$ cat src/rtl/dsp_file_buffer.sv
// Multi-channel word FIFO buffer behind a simple request/response handshake.
// One request at a time runs IDLE -> ACCESS -> RESP; each channel keeps its own pointers and fill count.
module dsp_file_buffer #(
    parameter int NUM_FILES = 4,
    parameter int DEPTH     = 16,
    parameter int dw        = 32
) (
    input  logic                    wb_clk,
    input  logic                    wb_rst,
    input  logic [7:0]              file_num,
    input  logic                    file_write,
    input  logic                    file_read,
    input  logic [dw-1:0]           file_write_data,
    output logic [dw-1:0]           file_read_data,
    output logic                    file_active,
    input  logic                    file_flush,
    input  logic [7:0]              status_sel,
    output logic [$clog2(DEPTH):0]  status_count,
    output logic                    err_empty,
    output logic                    err_full,
    output logic                    err_num,
    output logic                    err_conflict,
    input  logic                    err_clear
);

    localparam int AW = $clog2(DEPTH);
    localparam int CW = AW + 1;
    localparam int FW = (NUM_FILES > 1) ? $clog2(NUM_FILES) : 1;
    localparam logic [8:0]    NF9  = 9'(NUM_FILES);
    localparam logic [CW-1:0] FULL = CW'(DEPTH);

    typedef enum logic [1:0] {ST_IDLE, ST_ACCESS, ST_RESP} state_t;

    state_t          r_state, w_state_nxt;
    logic [FW-1:0]   r_num;
    logic            r_op_wr;
    logic [dw-1:0]   r_wdata;
    logic [dw-1:0]   r_rd_cap;
    logic            r_rd_empty;
    logic [dw-1:0]   r_rd_data;
    logic [dw-1:0]   r_mem    [NUM_FILES][DEPTH];
    logic [AW-1:0]   r_rd_ptr [NUM_FILES];
    logic [AW-1:0]   r_wr_ptr [NUM_FILES];
    logic [CW-1:0]   r_count  [NUM_FILES];
    logic            r_err_empty, r_err_full, r_err_num, r_err_conflict;

    logic w_req, w_num_ok, w_conflict, w_sample, w_accept;
    logic w_set_num, w_set_conflict, w_set_full, w_set_empty;
    logic w_in_access, w_full, w_empty, w_do_write, w_do_read;
    logic [CW-1:0] w_status;

    // Requests are only looked at in IDLE; a same-cycle flush discards them outright.
    assign w_req          = file_read | file_write;
    assign w_num_ok       = {1'b0, file_num} < NF9;
    assign w_conflict     = file_read & file_write;
    assign w_sample       = (r_state == ST_IDLE) & w_req & ~file_flush;
    assign w_accept       = w_sample & w_num_ok & ~w_conflict;
    assign w_set_num      = w_sample & ~w_num_ok;
    assign w_set_conflict = w_sample & w_conflict;

    assign w_in_access = (r_state == ST_ACCESS) & ~file_flush;
    assign w_full      = (r_count[r_num] == FULL);
    assign w_empty     = (r_count[r_num] == '0);
    assign w_set_full  = w_in_access & r_op_wr & w_full;
    assign w_set_empty = w_in_access & ~r_op_wr & w_empty;
    assign w_do_write  = w_in_access & r_op_wr & ~w_full & ~wb_rst;
    assign w_do_read   = w_in_access & ~r_op_wr & ~w_empty;

    always_ff @(posedge wb_clk) begin
        if (wb_rst) r_state <= ST_IDLE;
        else        r_state <= w_state_nxt;
    end

    always_comb begin
        w_state_nxt = r_state;
        case (r_state)
            ST_IDLE:   if (w_accept) w_state_nxt = ST_ACCESS;
            ST_ACCESS: w_state_nxt = ST_RESP;
            ST_RESP:   w_state_nxt = ST_IDLE;
            default:   w_state_nxt = ST_IDLE;
        endcase
        if (file_flush) w_state_nxt = ST_IDLE;
    end

    // Request latch and datapath storage carry no reset.
    always_ff @(posedge wb_clk) begin
        if (w_accept) begin
            r_num   <= file_num[FW-1:0];
            r_op_wr <= file_write;
            r_wdata <= file_write_data;
        end
        if (w_do_read) r_rd_cap <= r_mem[r_num][r_rd_ptr[r_num]];
        if (w_do_write) r_mem[r_num][r_wr_ptr[r_num]] <= r_wdata;
    end

    always_ff @(posedge wb_clk) begin
        if (wb_rst || file_flush) begin
            for (int i = 0; i < NUM_FILES; i++) begin
                r_rd_ptr[i] <= '0;
                r_wr_ptr[i] <= '0;
                r_count[i]  <= '0;
            end
        end else begin
            if (w_do_write) begin
                r_wr_ptr[r_num] <= r_wr_ptr[r_num] + 1'b1;
                r_count[r_num]  <= r_count[r_num] + 1'b1;
            end
            if (w_do_read) begin
                r_rd_ptr[r_num] <= r_rd_ptr[r_num] + 1'b1;
                r_count[r_num]  <= r_count[r_num] - 1'b1;
            end
        end
    end

    // Read result is published at the end of RESP; an empty read publishes zero.
    always_ff @(posedge wb_clk) begin
        if (wb_rst) begin
            r_rd_empty <= 1'b0;
            r_rd_data  <= '0;
        end else begin
            if (w_in_access && !r_op_wr) r_rd_empty <= w_empty;
            if (r_state == ST_RESP && !file_flush && !r_op_wr)
                r_rd_data <= r_rd_empty ? '0 : r_rd_cap;
        end
    end

    always_ff @(posedge wb_clk) begin
        if (wb_rst) begin
            r_err_empty    <= 1'b0;
            r_err_full     <= 1'b0;
            r_err_num      <= 1'b0;
            r_err_conflict <= 1'b0;
        end else begin
            r_err_empty    <= w_set_empty    | (r_err_empty    & ~err_clear);
            r_err_full     <= w_set_full     | (r_err_full     & ~err_clear);
            r_err_num      <= w_set_num      | (r_err_num      & ~err_clear);
            r_err_conflict <= w_set_conflict | (r_err_conflict & ~err_clear);
        end
    end

    always_comb begin
        w_status = '0;
        if ({1'b0, status_sel} < NF9) w_status = r_count[status_sel[FW-1:0]];
    end

    assign status_count   = w_status;
    assign file_read_data = r_rd_data;
    assign file_active    = (r_state != ST_IDLE);
    assign err_empty      = r_err_empty;
    assign err_full       = r_err_full;
    assign err_num        = r_err_num;
    assign err_conflict   = r_err_conflict;

endmodule

$ cat config.mk
export PLATFORM = sky130hd
export DESIGN_NAME = dsp_file_buffer
export DESIGN_NICKNAME = d
export VERILOG_FILES = /design/src/rtl/dsp_file_buffer.sv
export SDC_FILE = /design/constraint.sdc
export NUM_CORES = 2
export LEC_CHECK = 0
export CORE_AREA = 3 3 442 444
export DETAILED_ROUTE_END_ITERATION = 8
export DIE_AREA = 0 0 445 447
export GPL_TIMING_DRIVEN = 0
export PLACE_DENSITY_LB_ADDON = 0.08
export SLEW_MARGIN = 10
export SYNTH_ARGS = -nofsm -noshare
export SYNTH_HDL_FRONTEND = slang
export SYNTH_SLANG_ARGS = --single-unit
$ cat constraint.sdc
create_clock -name wb_clk -period 4.3 [get_ports wb_clk]
set_input_delay 0.86 -clock wb_clk [delete_from_list [all_inputs] [get_ports wb_clk]]
set_output_delay 0.86 -clock wb_clk [all_outputs]
set_load 0.02 [all_outputs]
After elaboration in Yosys (flattened, before gate mapping). Memories as Yosys holds them, arrays and structs flattened. A register that Yosys moved wholly into a read port is not among the register bits. Index checks and enable logic that the tools add are counted.

Bits in registers: 106. Bits in latches: 0. RAM bits: 2100. ROM bits: 0. Input bits: 54. Output and inout port bits: 42. Logic and storage cells: 109. Memories kept: 4.

Add/subtract/negate cells: 4. Multiply operators: 0. Divide/modulo/power cells: 0. $lt $le $gt $ge: 5. Equality and inequality tests: 4. Shifts and indexed selects: 0. Multiplexer cells: 32. Bitwise operators: 35. Reductions and logical operators: 14.

Memories: r_mem (depth 4, width 512, read ports 1, clocked after memory_dff 1, write ports 1, RTL line 41) `logic [dw-1:0] r_mem [NUM_FILES][DEPTH];`; r_count (depth 4, width 5, read ports 2, clocked after memory_dff 1, write ports 4, RTL line 44) `logic [CW-1:0] r_count [NUM_FILES];`; r_rd_ptr (depth 4, width 4, read ports 1, clocked after memory_dff 1, write ports 4, RTL line 42) `logic [AW-1:0] r_rd_ptr [NUM_FILES];`; r_wr_ptr (depth 4, width 4, read ports 1, clocked after memory_dff 1, write ports 4, RTL line 43) `logic [AW-1:0] r_wr_ptr [NUM_FILES];`.

Operators by type and width (count): 512-bit two-way mux (1); 32-bit binary-select mux with 4-bit select (1); 32-bit demux with 4-bit select (1); 32-bit two-way mux (4); 1-bit bitwise AND (19); 8-bit by 3-bit less-than comparator with 1-bit output (second input constant) (2); 2-bit two-way mux (8); 5-bit two-way mux (3); 1-bit two-way mux (11); 5-bit >= comparator (second input constant) (2); 4-bit NOT with 5-bit output (2); 4-bit by 1-bit adder with 4-bit output (second input constant) (2); 4-bit two-way mux (2); 1-bit NOT (8); 4-bit OR reduction (2); 1-bit bitwise OR (6); 5-bit by 1-bit adder with 5-bit output (second input constant) (1); 5-bit equality test (second input constant) (1); 5-bit zero test (1); 5-bit by 1-bit less-than comparator with 1-bit output (second input constant) (1); 5-bit OR reduction (1); 5-bit by 1-bit subtractor with 5-bit output (second input constant) (1); 1-bit logical AND (4); 2-bit case mux with 2 select lines (1); 8 further kinds (9).

Depth between registers and ports, before layout.
Depth in word-level cells: 11. Gate-level depth with buffers: 13. Mapped depth without buffers: 10.

Worst setup path after synthesis. No wires, ideal clock.

Path type: reg-to-reg. Start point: reg (tool-made name). End point: mem r_mem[3][480] in the netlist's numbering (enable). Setup time: 0.421 ns. Arrival time: 3.444 ns. Required time: 3.879 ns. Slack: 0.435 ns. Stages on the path, launching flop included: 10. Path buffers: 4. Clock period less this slack: 3.865 ns. Cell sequence: dfxtp_1 > buf_6 > buf_6 > buf_2 > buf_2 > mux4_2 > inv_1 > ha_1 > nand3_1 > nor2_1.

RTL lines (RTL line): to (decl) (41).

==> impl_metrics.py <==
metrics = {
    "sta": {
        "clock.fmax_mhz": 228,
        "period_share": 1.02,
        "slew_headroom": 0.208,
        "worstMarginPinSlew_ps": 1160,
        "rsz0062_at_grt": "true",
        "fin_ws_ps": -94.3,
        "setup_viol": 4,
        "drv_slew": 0,
        "hold_viol_final": 0,
        "period_needed_ps": 4390,
        "skew_ps": 44.8,
    },
    "floorplanning": {
        "io_pins": 96,
        "num_rows": 161,
        "die_x_um": 445,
        "core_sq_um": 192000,
        "dieArea_sq_um": 199000,
        "initial_core_util": 0.449,
        "dieHeight_um": 447,
    },
    "cells_and_area": {
        "fillCellCount": 15300,
        "syn_to_final_growth_pct": 19.6,
        "drive_above_1_share": 0.216,
        "final_nets": 5470,
        "seq_area_sq_um": 65900,
        "design_area_sq_um": 103000,
        "multi_input_area_sq_um": 19500,
    },
    "logic_synthesis": {
        "synth_top_area_frac": 0.755,
        "ys_seq_area_frac": 0.764,
        "ys_top_cells_by_area": "edfxtp_1, mux4_2, mux2i_1",
        "synth_top_area_cell": "edfxtp_1",
        "synth_cell_types": 68,
        "async_flop_share": 0,
        "ys_warn_count": 0,
        "syn_inst": 4810,
        "ys_ff_latch": 2208,
        "synth_edf_count": 2167,
        "synth_flop_cell": "edfxtp_1",
        "synth_area_sq_um": 86200,
        "syn_area_per_cell_sq_um": 17.9,
        "syn-num-nets": 4870,
    },
    "pwr": {
        "comb_power_share": 0.026,
        "clkPwrFrac": 0.443,
        "switching_share": 0.212,
        "power.leakage_nw": 33.2,
        "p_seq_frac": 0.532,
        "intPower_mw": 34.6,
        "vdd_ir_drop_max_mv": 0.371,
        "p_per_area_nw_per_um2": 426,
        "switchingPower_mw": 9.33,
        "total_power_mw": 43.9,
    },
    "route": {
        "via_per_inst": 6.00,
        "wl_per_cell_um": 34.6,
        "vias": 48800,
        "drtIter0Drc": 6121,
        "drc_errors": 0,
        "wirelength_mm": 282,
        "ant_nets": 0,
        "drt_first_pass_iters": 7,
    },
    "place": {
        "hpwl_mm": 200,
        "placed_cell_area_sq_um": 94400,
        "port_buffers": 93,
        "place.gp.congestion": 0.914,
    },
    "clock_tree": {
        "clk_latency_ps": 890,
        "cts_made_buffers": 228,
        "hold_buffers": 0,
        "cts_tree": "yes",
        "cts.reportedPaths.clkPinSlew_ps": 60,
        "clock_sinks": 2208,
        "root_buffer": "clkbuf_16",
        "clk_path_buf_depth": 3,
        "htree_levels": 4,
    },
    "status": {
        "status": "complete, but fails checks",
        "violations": "setup timing",
    },
    "critical_path": {
        "worstPathRequired_ps": 4960,
        "critPathLaunchType": "flip-flop",
        "critPathKind": "reg -> reg",
        "cp.arrival_ps": 5060,
        "critPathMaxFanout": 10,
        "cp-end-kind": "flip-flop",
    },
    "global_routing": {
        "grt_usage": 0.282,
        "grt_overflow": 0,
        "grt_max_degree": 32,
        "first_global_vias": 47900,
        "grt_pass1_wl_mm": 388,
        "antenna_found_initial": 20,
    },
    "hold_path": {
        "hp-class": "reg -> reg",
    },
    "run": {
        "max_cap_violations": 0,
    },
}
cells by family after synthesis:
kind of cell	count (synthesis)	share of synthesized area
muxes	635	0.117
DFF	2208	0.764
AOI/OAI and AO/OA	613	0.0450
and+or+nand+nor	1025	0.0544
buffers and inverters	315	0.0173
adders and majority gates	6	0.000871
xor gates and xnor gates	8	0.000813
cell usage in the layout, fill, tap and decap left out, drive strengths merged, types with 13 or more instances in the layout:
master and instances:
a211o 15, a211oi 58, a21oi 199, a221o 17
a221oi 14, a31oi 84, and3 26, buf 461
bufinv 18, clkbuf 394, clkdlybuf4s50 93, clkinv 109
dfxtp 41, edfxtp 2167, inv 29, mux2 34
mux2i 307, mux4 294, nand2 519, nand2b 13
nand3 75, nand3b 63, nor2 169, nor2b 59
nor3 38, o211ai 17, o21ai 67, o22ai 81
or3 23, or4 13
synthesized netlist by cell type (12+ instances only):
master	count
mux2_2	31
inv_1	22
buf_2	132
o211ai_1	17
or3_1	23
clkbuf_1	107
o22ai_1	81
buf_1	23
o21ai_0	53
nand2_1	519
o21ai_1	14
and3_1	26
a221o_1	17
buf_4	21
a211oi_1	57
mux2i_1	304
edfxtp_1	2167
nand3_1	75
dfxtp_1	41
a211o_1	15
nand3b_1	63
mux4_2	294
nand2b_1	12
a21oi_1	199
a31oi_1	84
nor2_1	167
a221oi_1	14
or4_1	13
nor3_1	38
nor2b_1	59
repair_timing:
action / 4_1_cts / 5_1_grt
endpoints found under the hold margin: 0 / 0
gates resized for setup: 41 / 13
setup buffers: 32 / 74
pin swaps: 23 / 27
setup endpoints to repair: 1379 / 720
metal layers:
metal | routed length [um] | track usage
met4 | 14000 | 0.119
met3 | 23500 | 0.0574
met1 | 114000 | 0.387
met2 | 130000 | 0.443
met5 | 13 | 0
stage by stage:
stage          setup TNS (ps)  hold slack [ps]  utilization  instances  worst slack [ps]
5_1_grt                 -1840              491        0.537       8134             -74.9
3_3_place_gp         -4732280              453        0.470       7429             -2740
2_1_floorplan               0              519            -       4810               435
6_report                 -164              460        0.537       8141             -94.3
4_1_cts                     0              463        0.533       8060              5.68
3_5_place_dp          -534350              454        0.492       7602              -693
flip-flops by register name, indices dropped and copies added (netlist names), named ones only:
name / cells
file_read_data: 32
err_full: 1
r_count: 20
r_num: 2
r_rd_empty: 1
r_wr_ptr: 16
err_empty: 1
r_state: 2
err_num: 1
r_rd_cap: 32
r_mem: 2048
r_op_wr: 1
err_conflict: 1
r_rd_ptr: 16
r_wdata: 32
worst max-delay path, cell delays in order, from the launching register on:
cell and delay, ps:
edfxtp_1 330, clkbuf_1 610, mux4_2 570, clkbuf_2 350
clkbuf_2 460, a211oi_1 180, a2111oi_0 1070, a31oi_1 400
o41ai_1 180
layout make-up:
| class | count | area share |
|---|---|---|
| multi-input cells | 2287 | 0.189 |
| clock inverters | 141 | 0.0132 |
| flip-flops and latches | 2208 | 0.639 |
| plain buffers | 290 | 0.0137 |
| inverters | 23 | 0.000837 |
| diodes | 8 | 0.000194 |
| repair buffers | 372 | 0.0555 |
| clock buffers | 286 | 0.0576 |
| well taps | 2526 | 0.0306 |
power groups by stage:
stage	Sequential, mW	Clock [mW]	Combinational (mW)
finish	23.3	19.4	1.13
global route	23.3	20.6	1.17
CTS	23.3	19.7	1.12
detailed placement	23.8	0	1.10
global placement	23.8	0	1.06
floorplan	23.8	0	0.552
path summary, 6_finish.rpt:
kind / endpoint / slack [ps] / startpoint / depth (start not counted)
worst max-delay path: r_rd_cap[13] / -90 / r_rd_ptr[2][2] / 8
worst min-delay path: file_read_data[6] / 460 / file_read_data[6] / 2
worst max register to register: r_rd_cap[13] / -90 / r_rd_ptr[2][2] / 8
worst min register to register: file_read_data[6] / 460 / file_read_data[6] / 2
(Power assumes the default switching activity.)
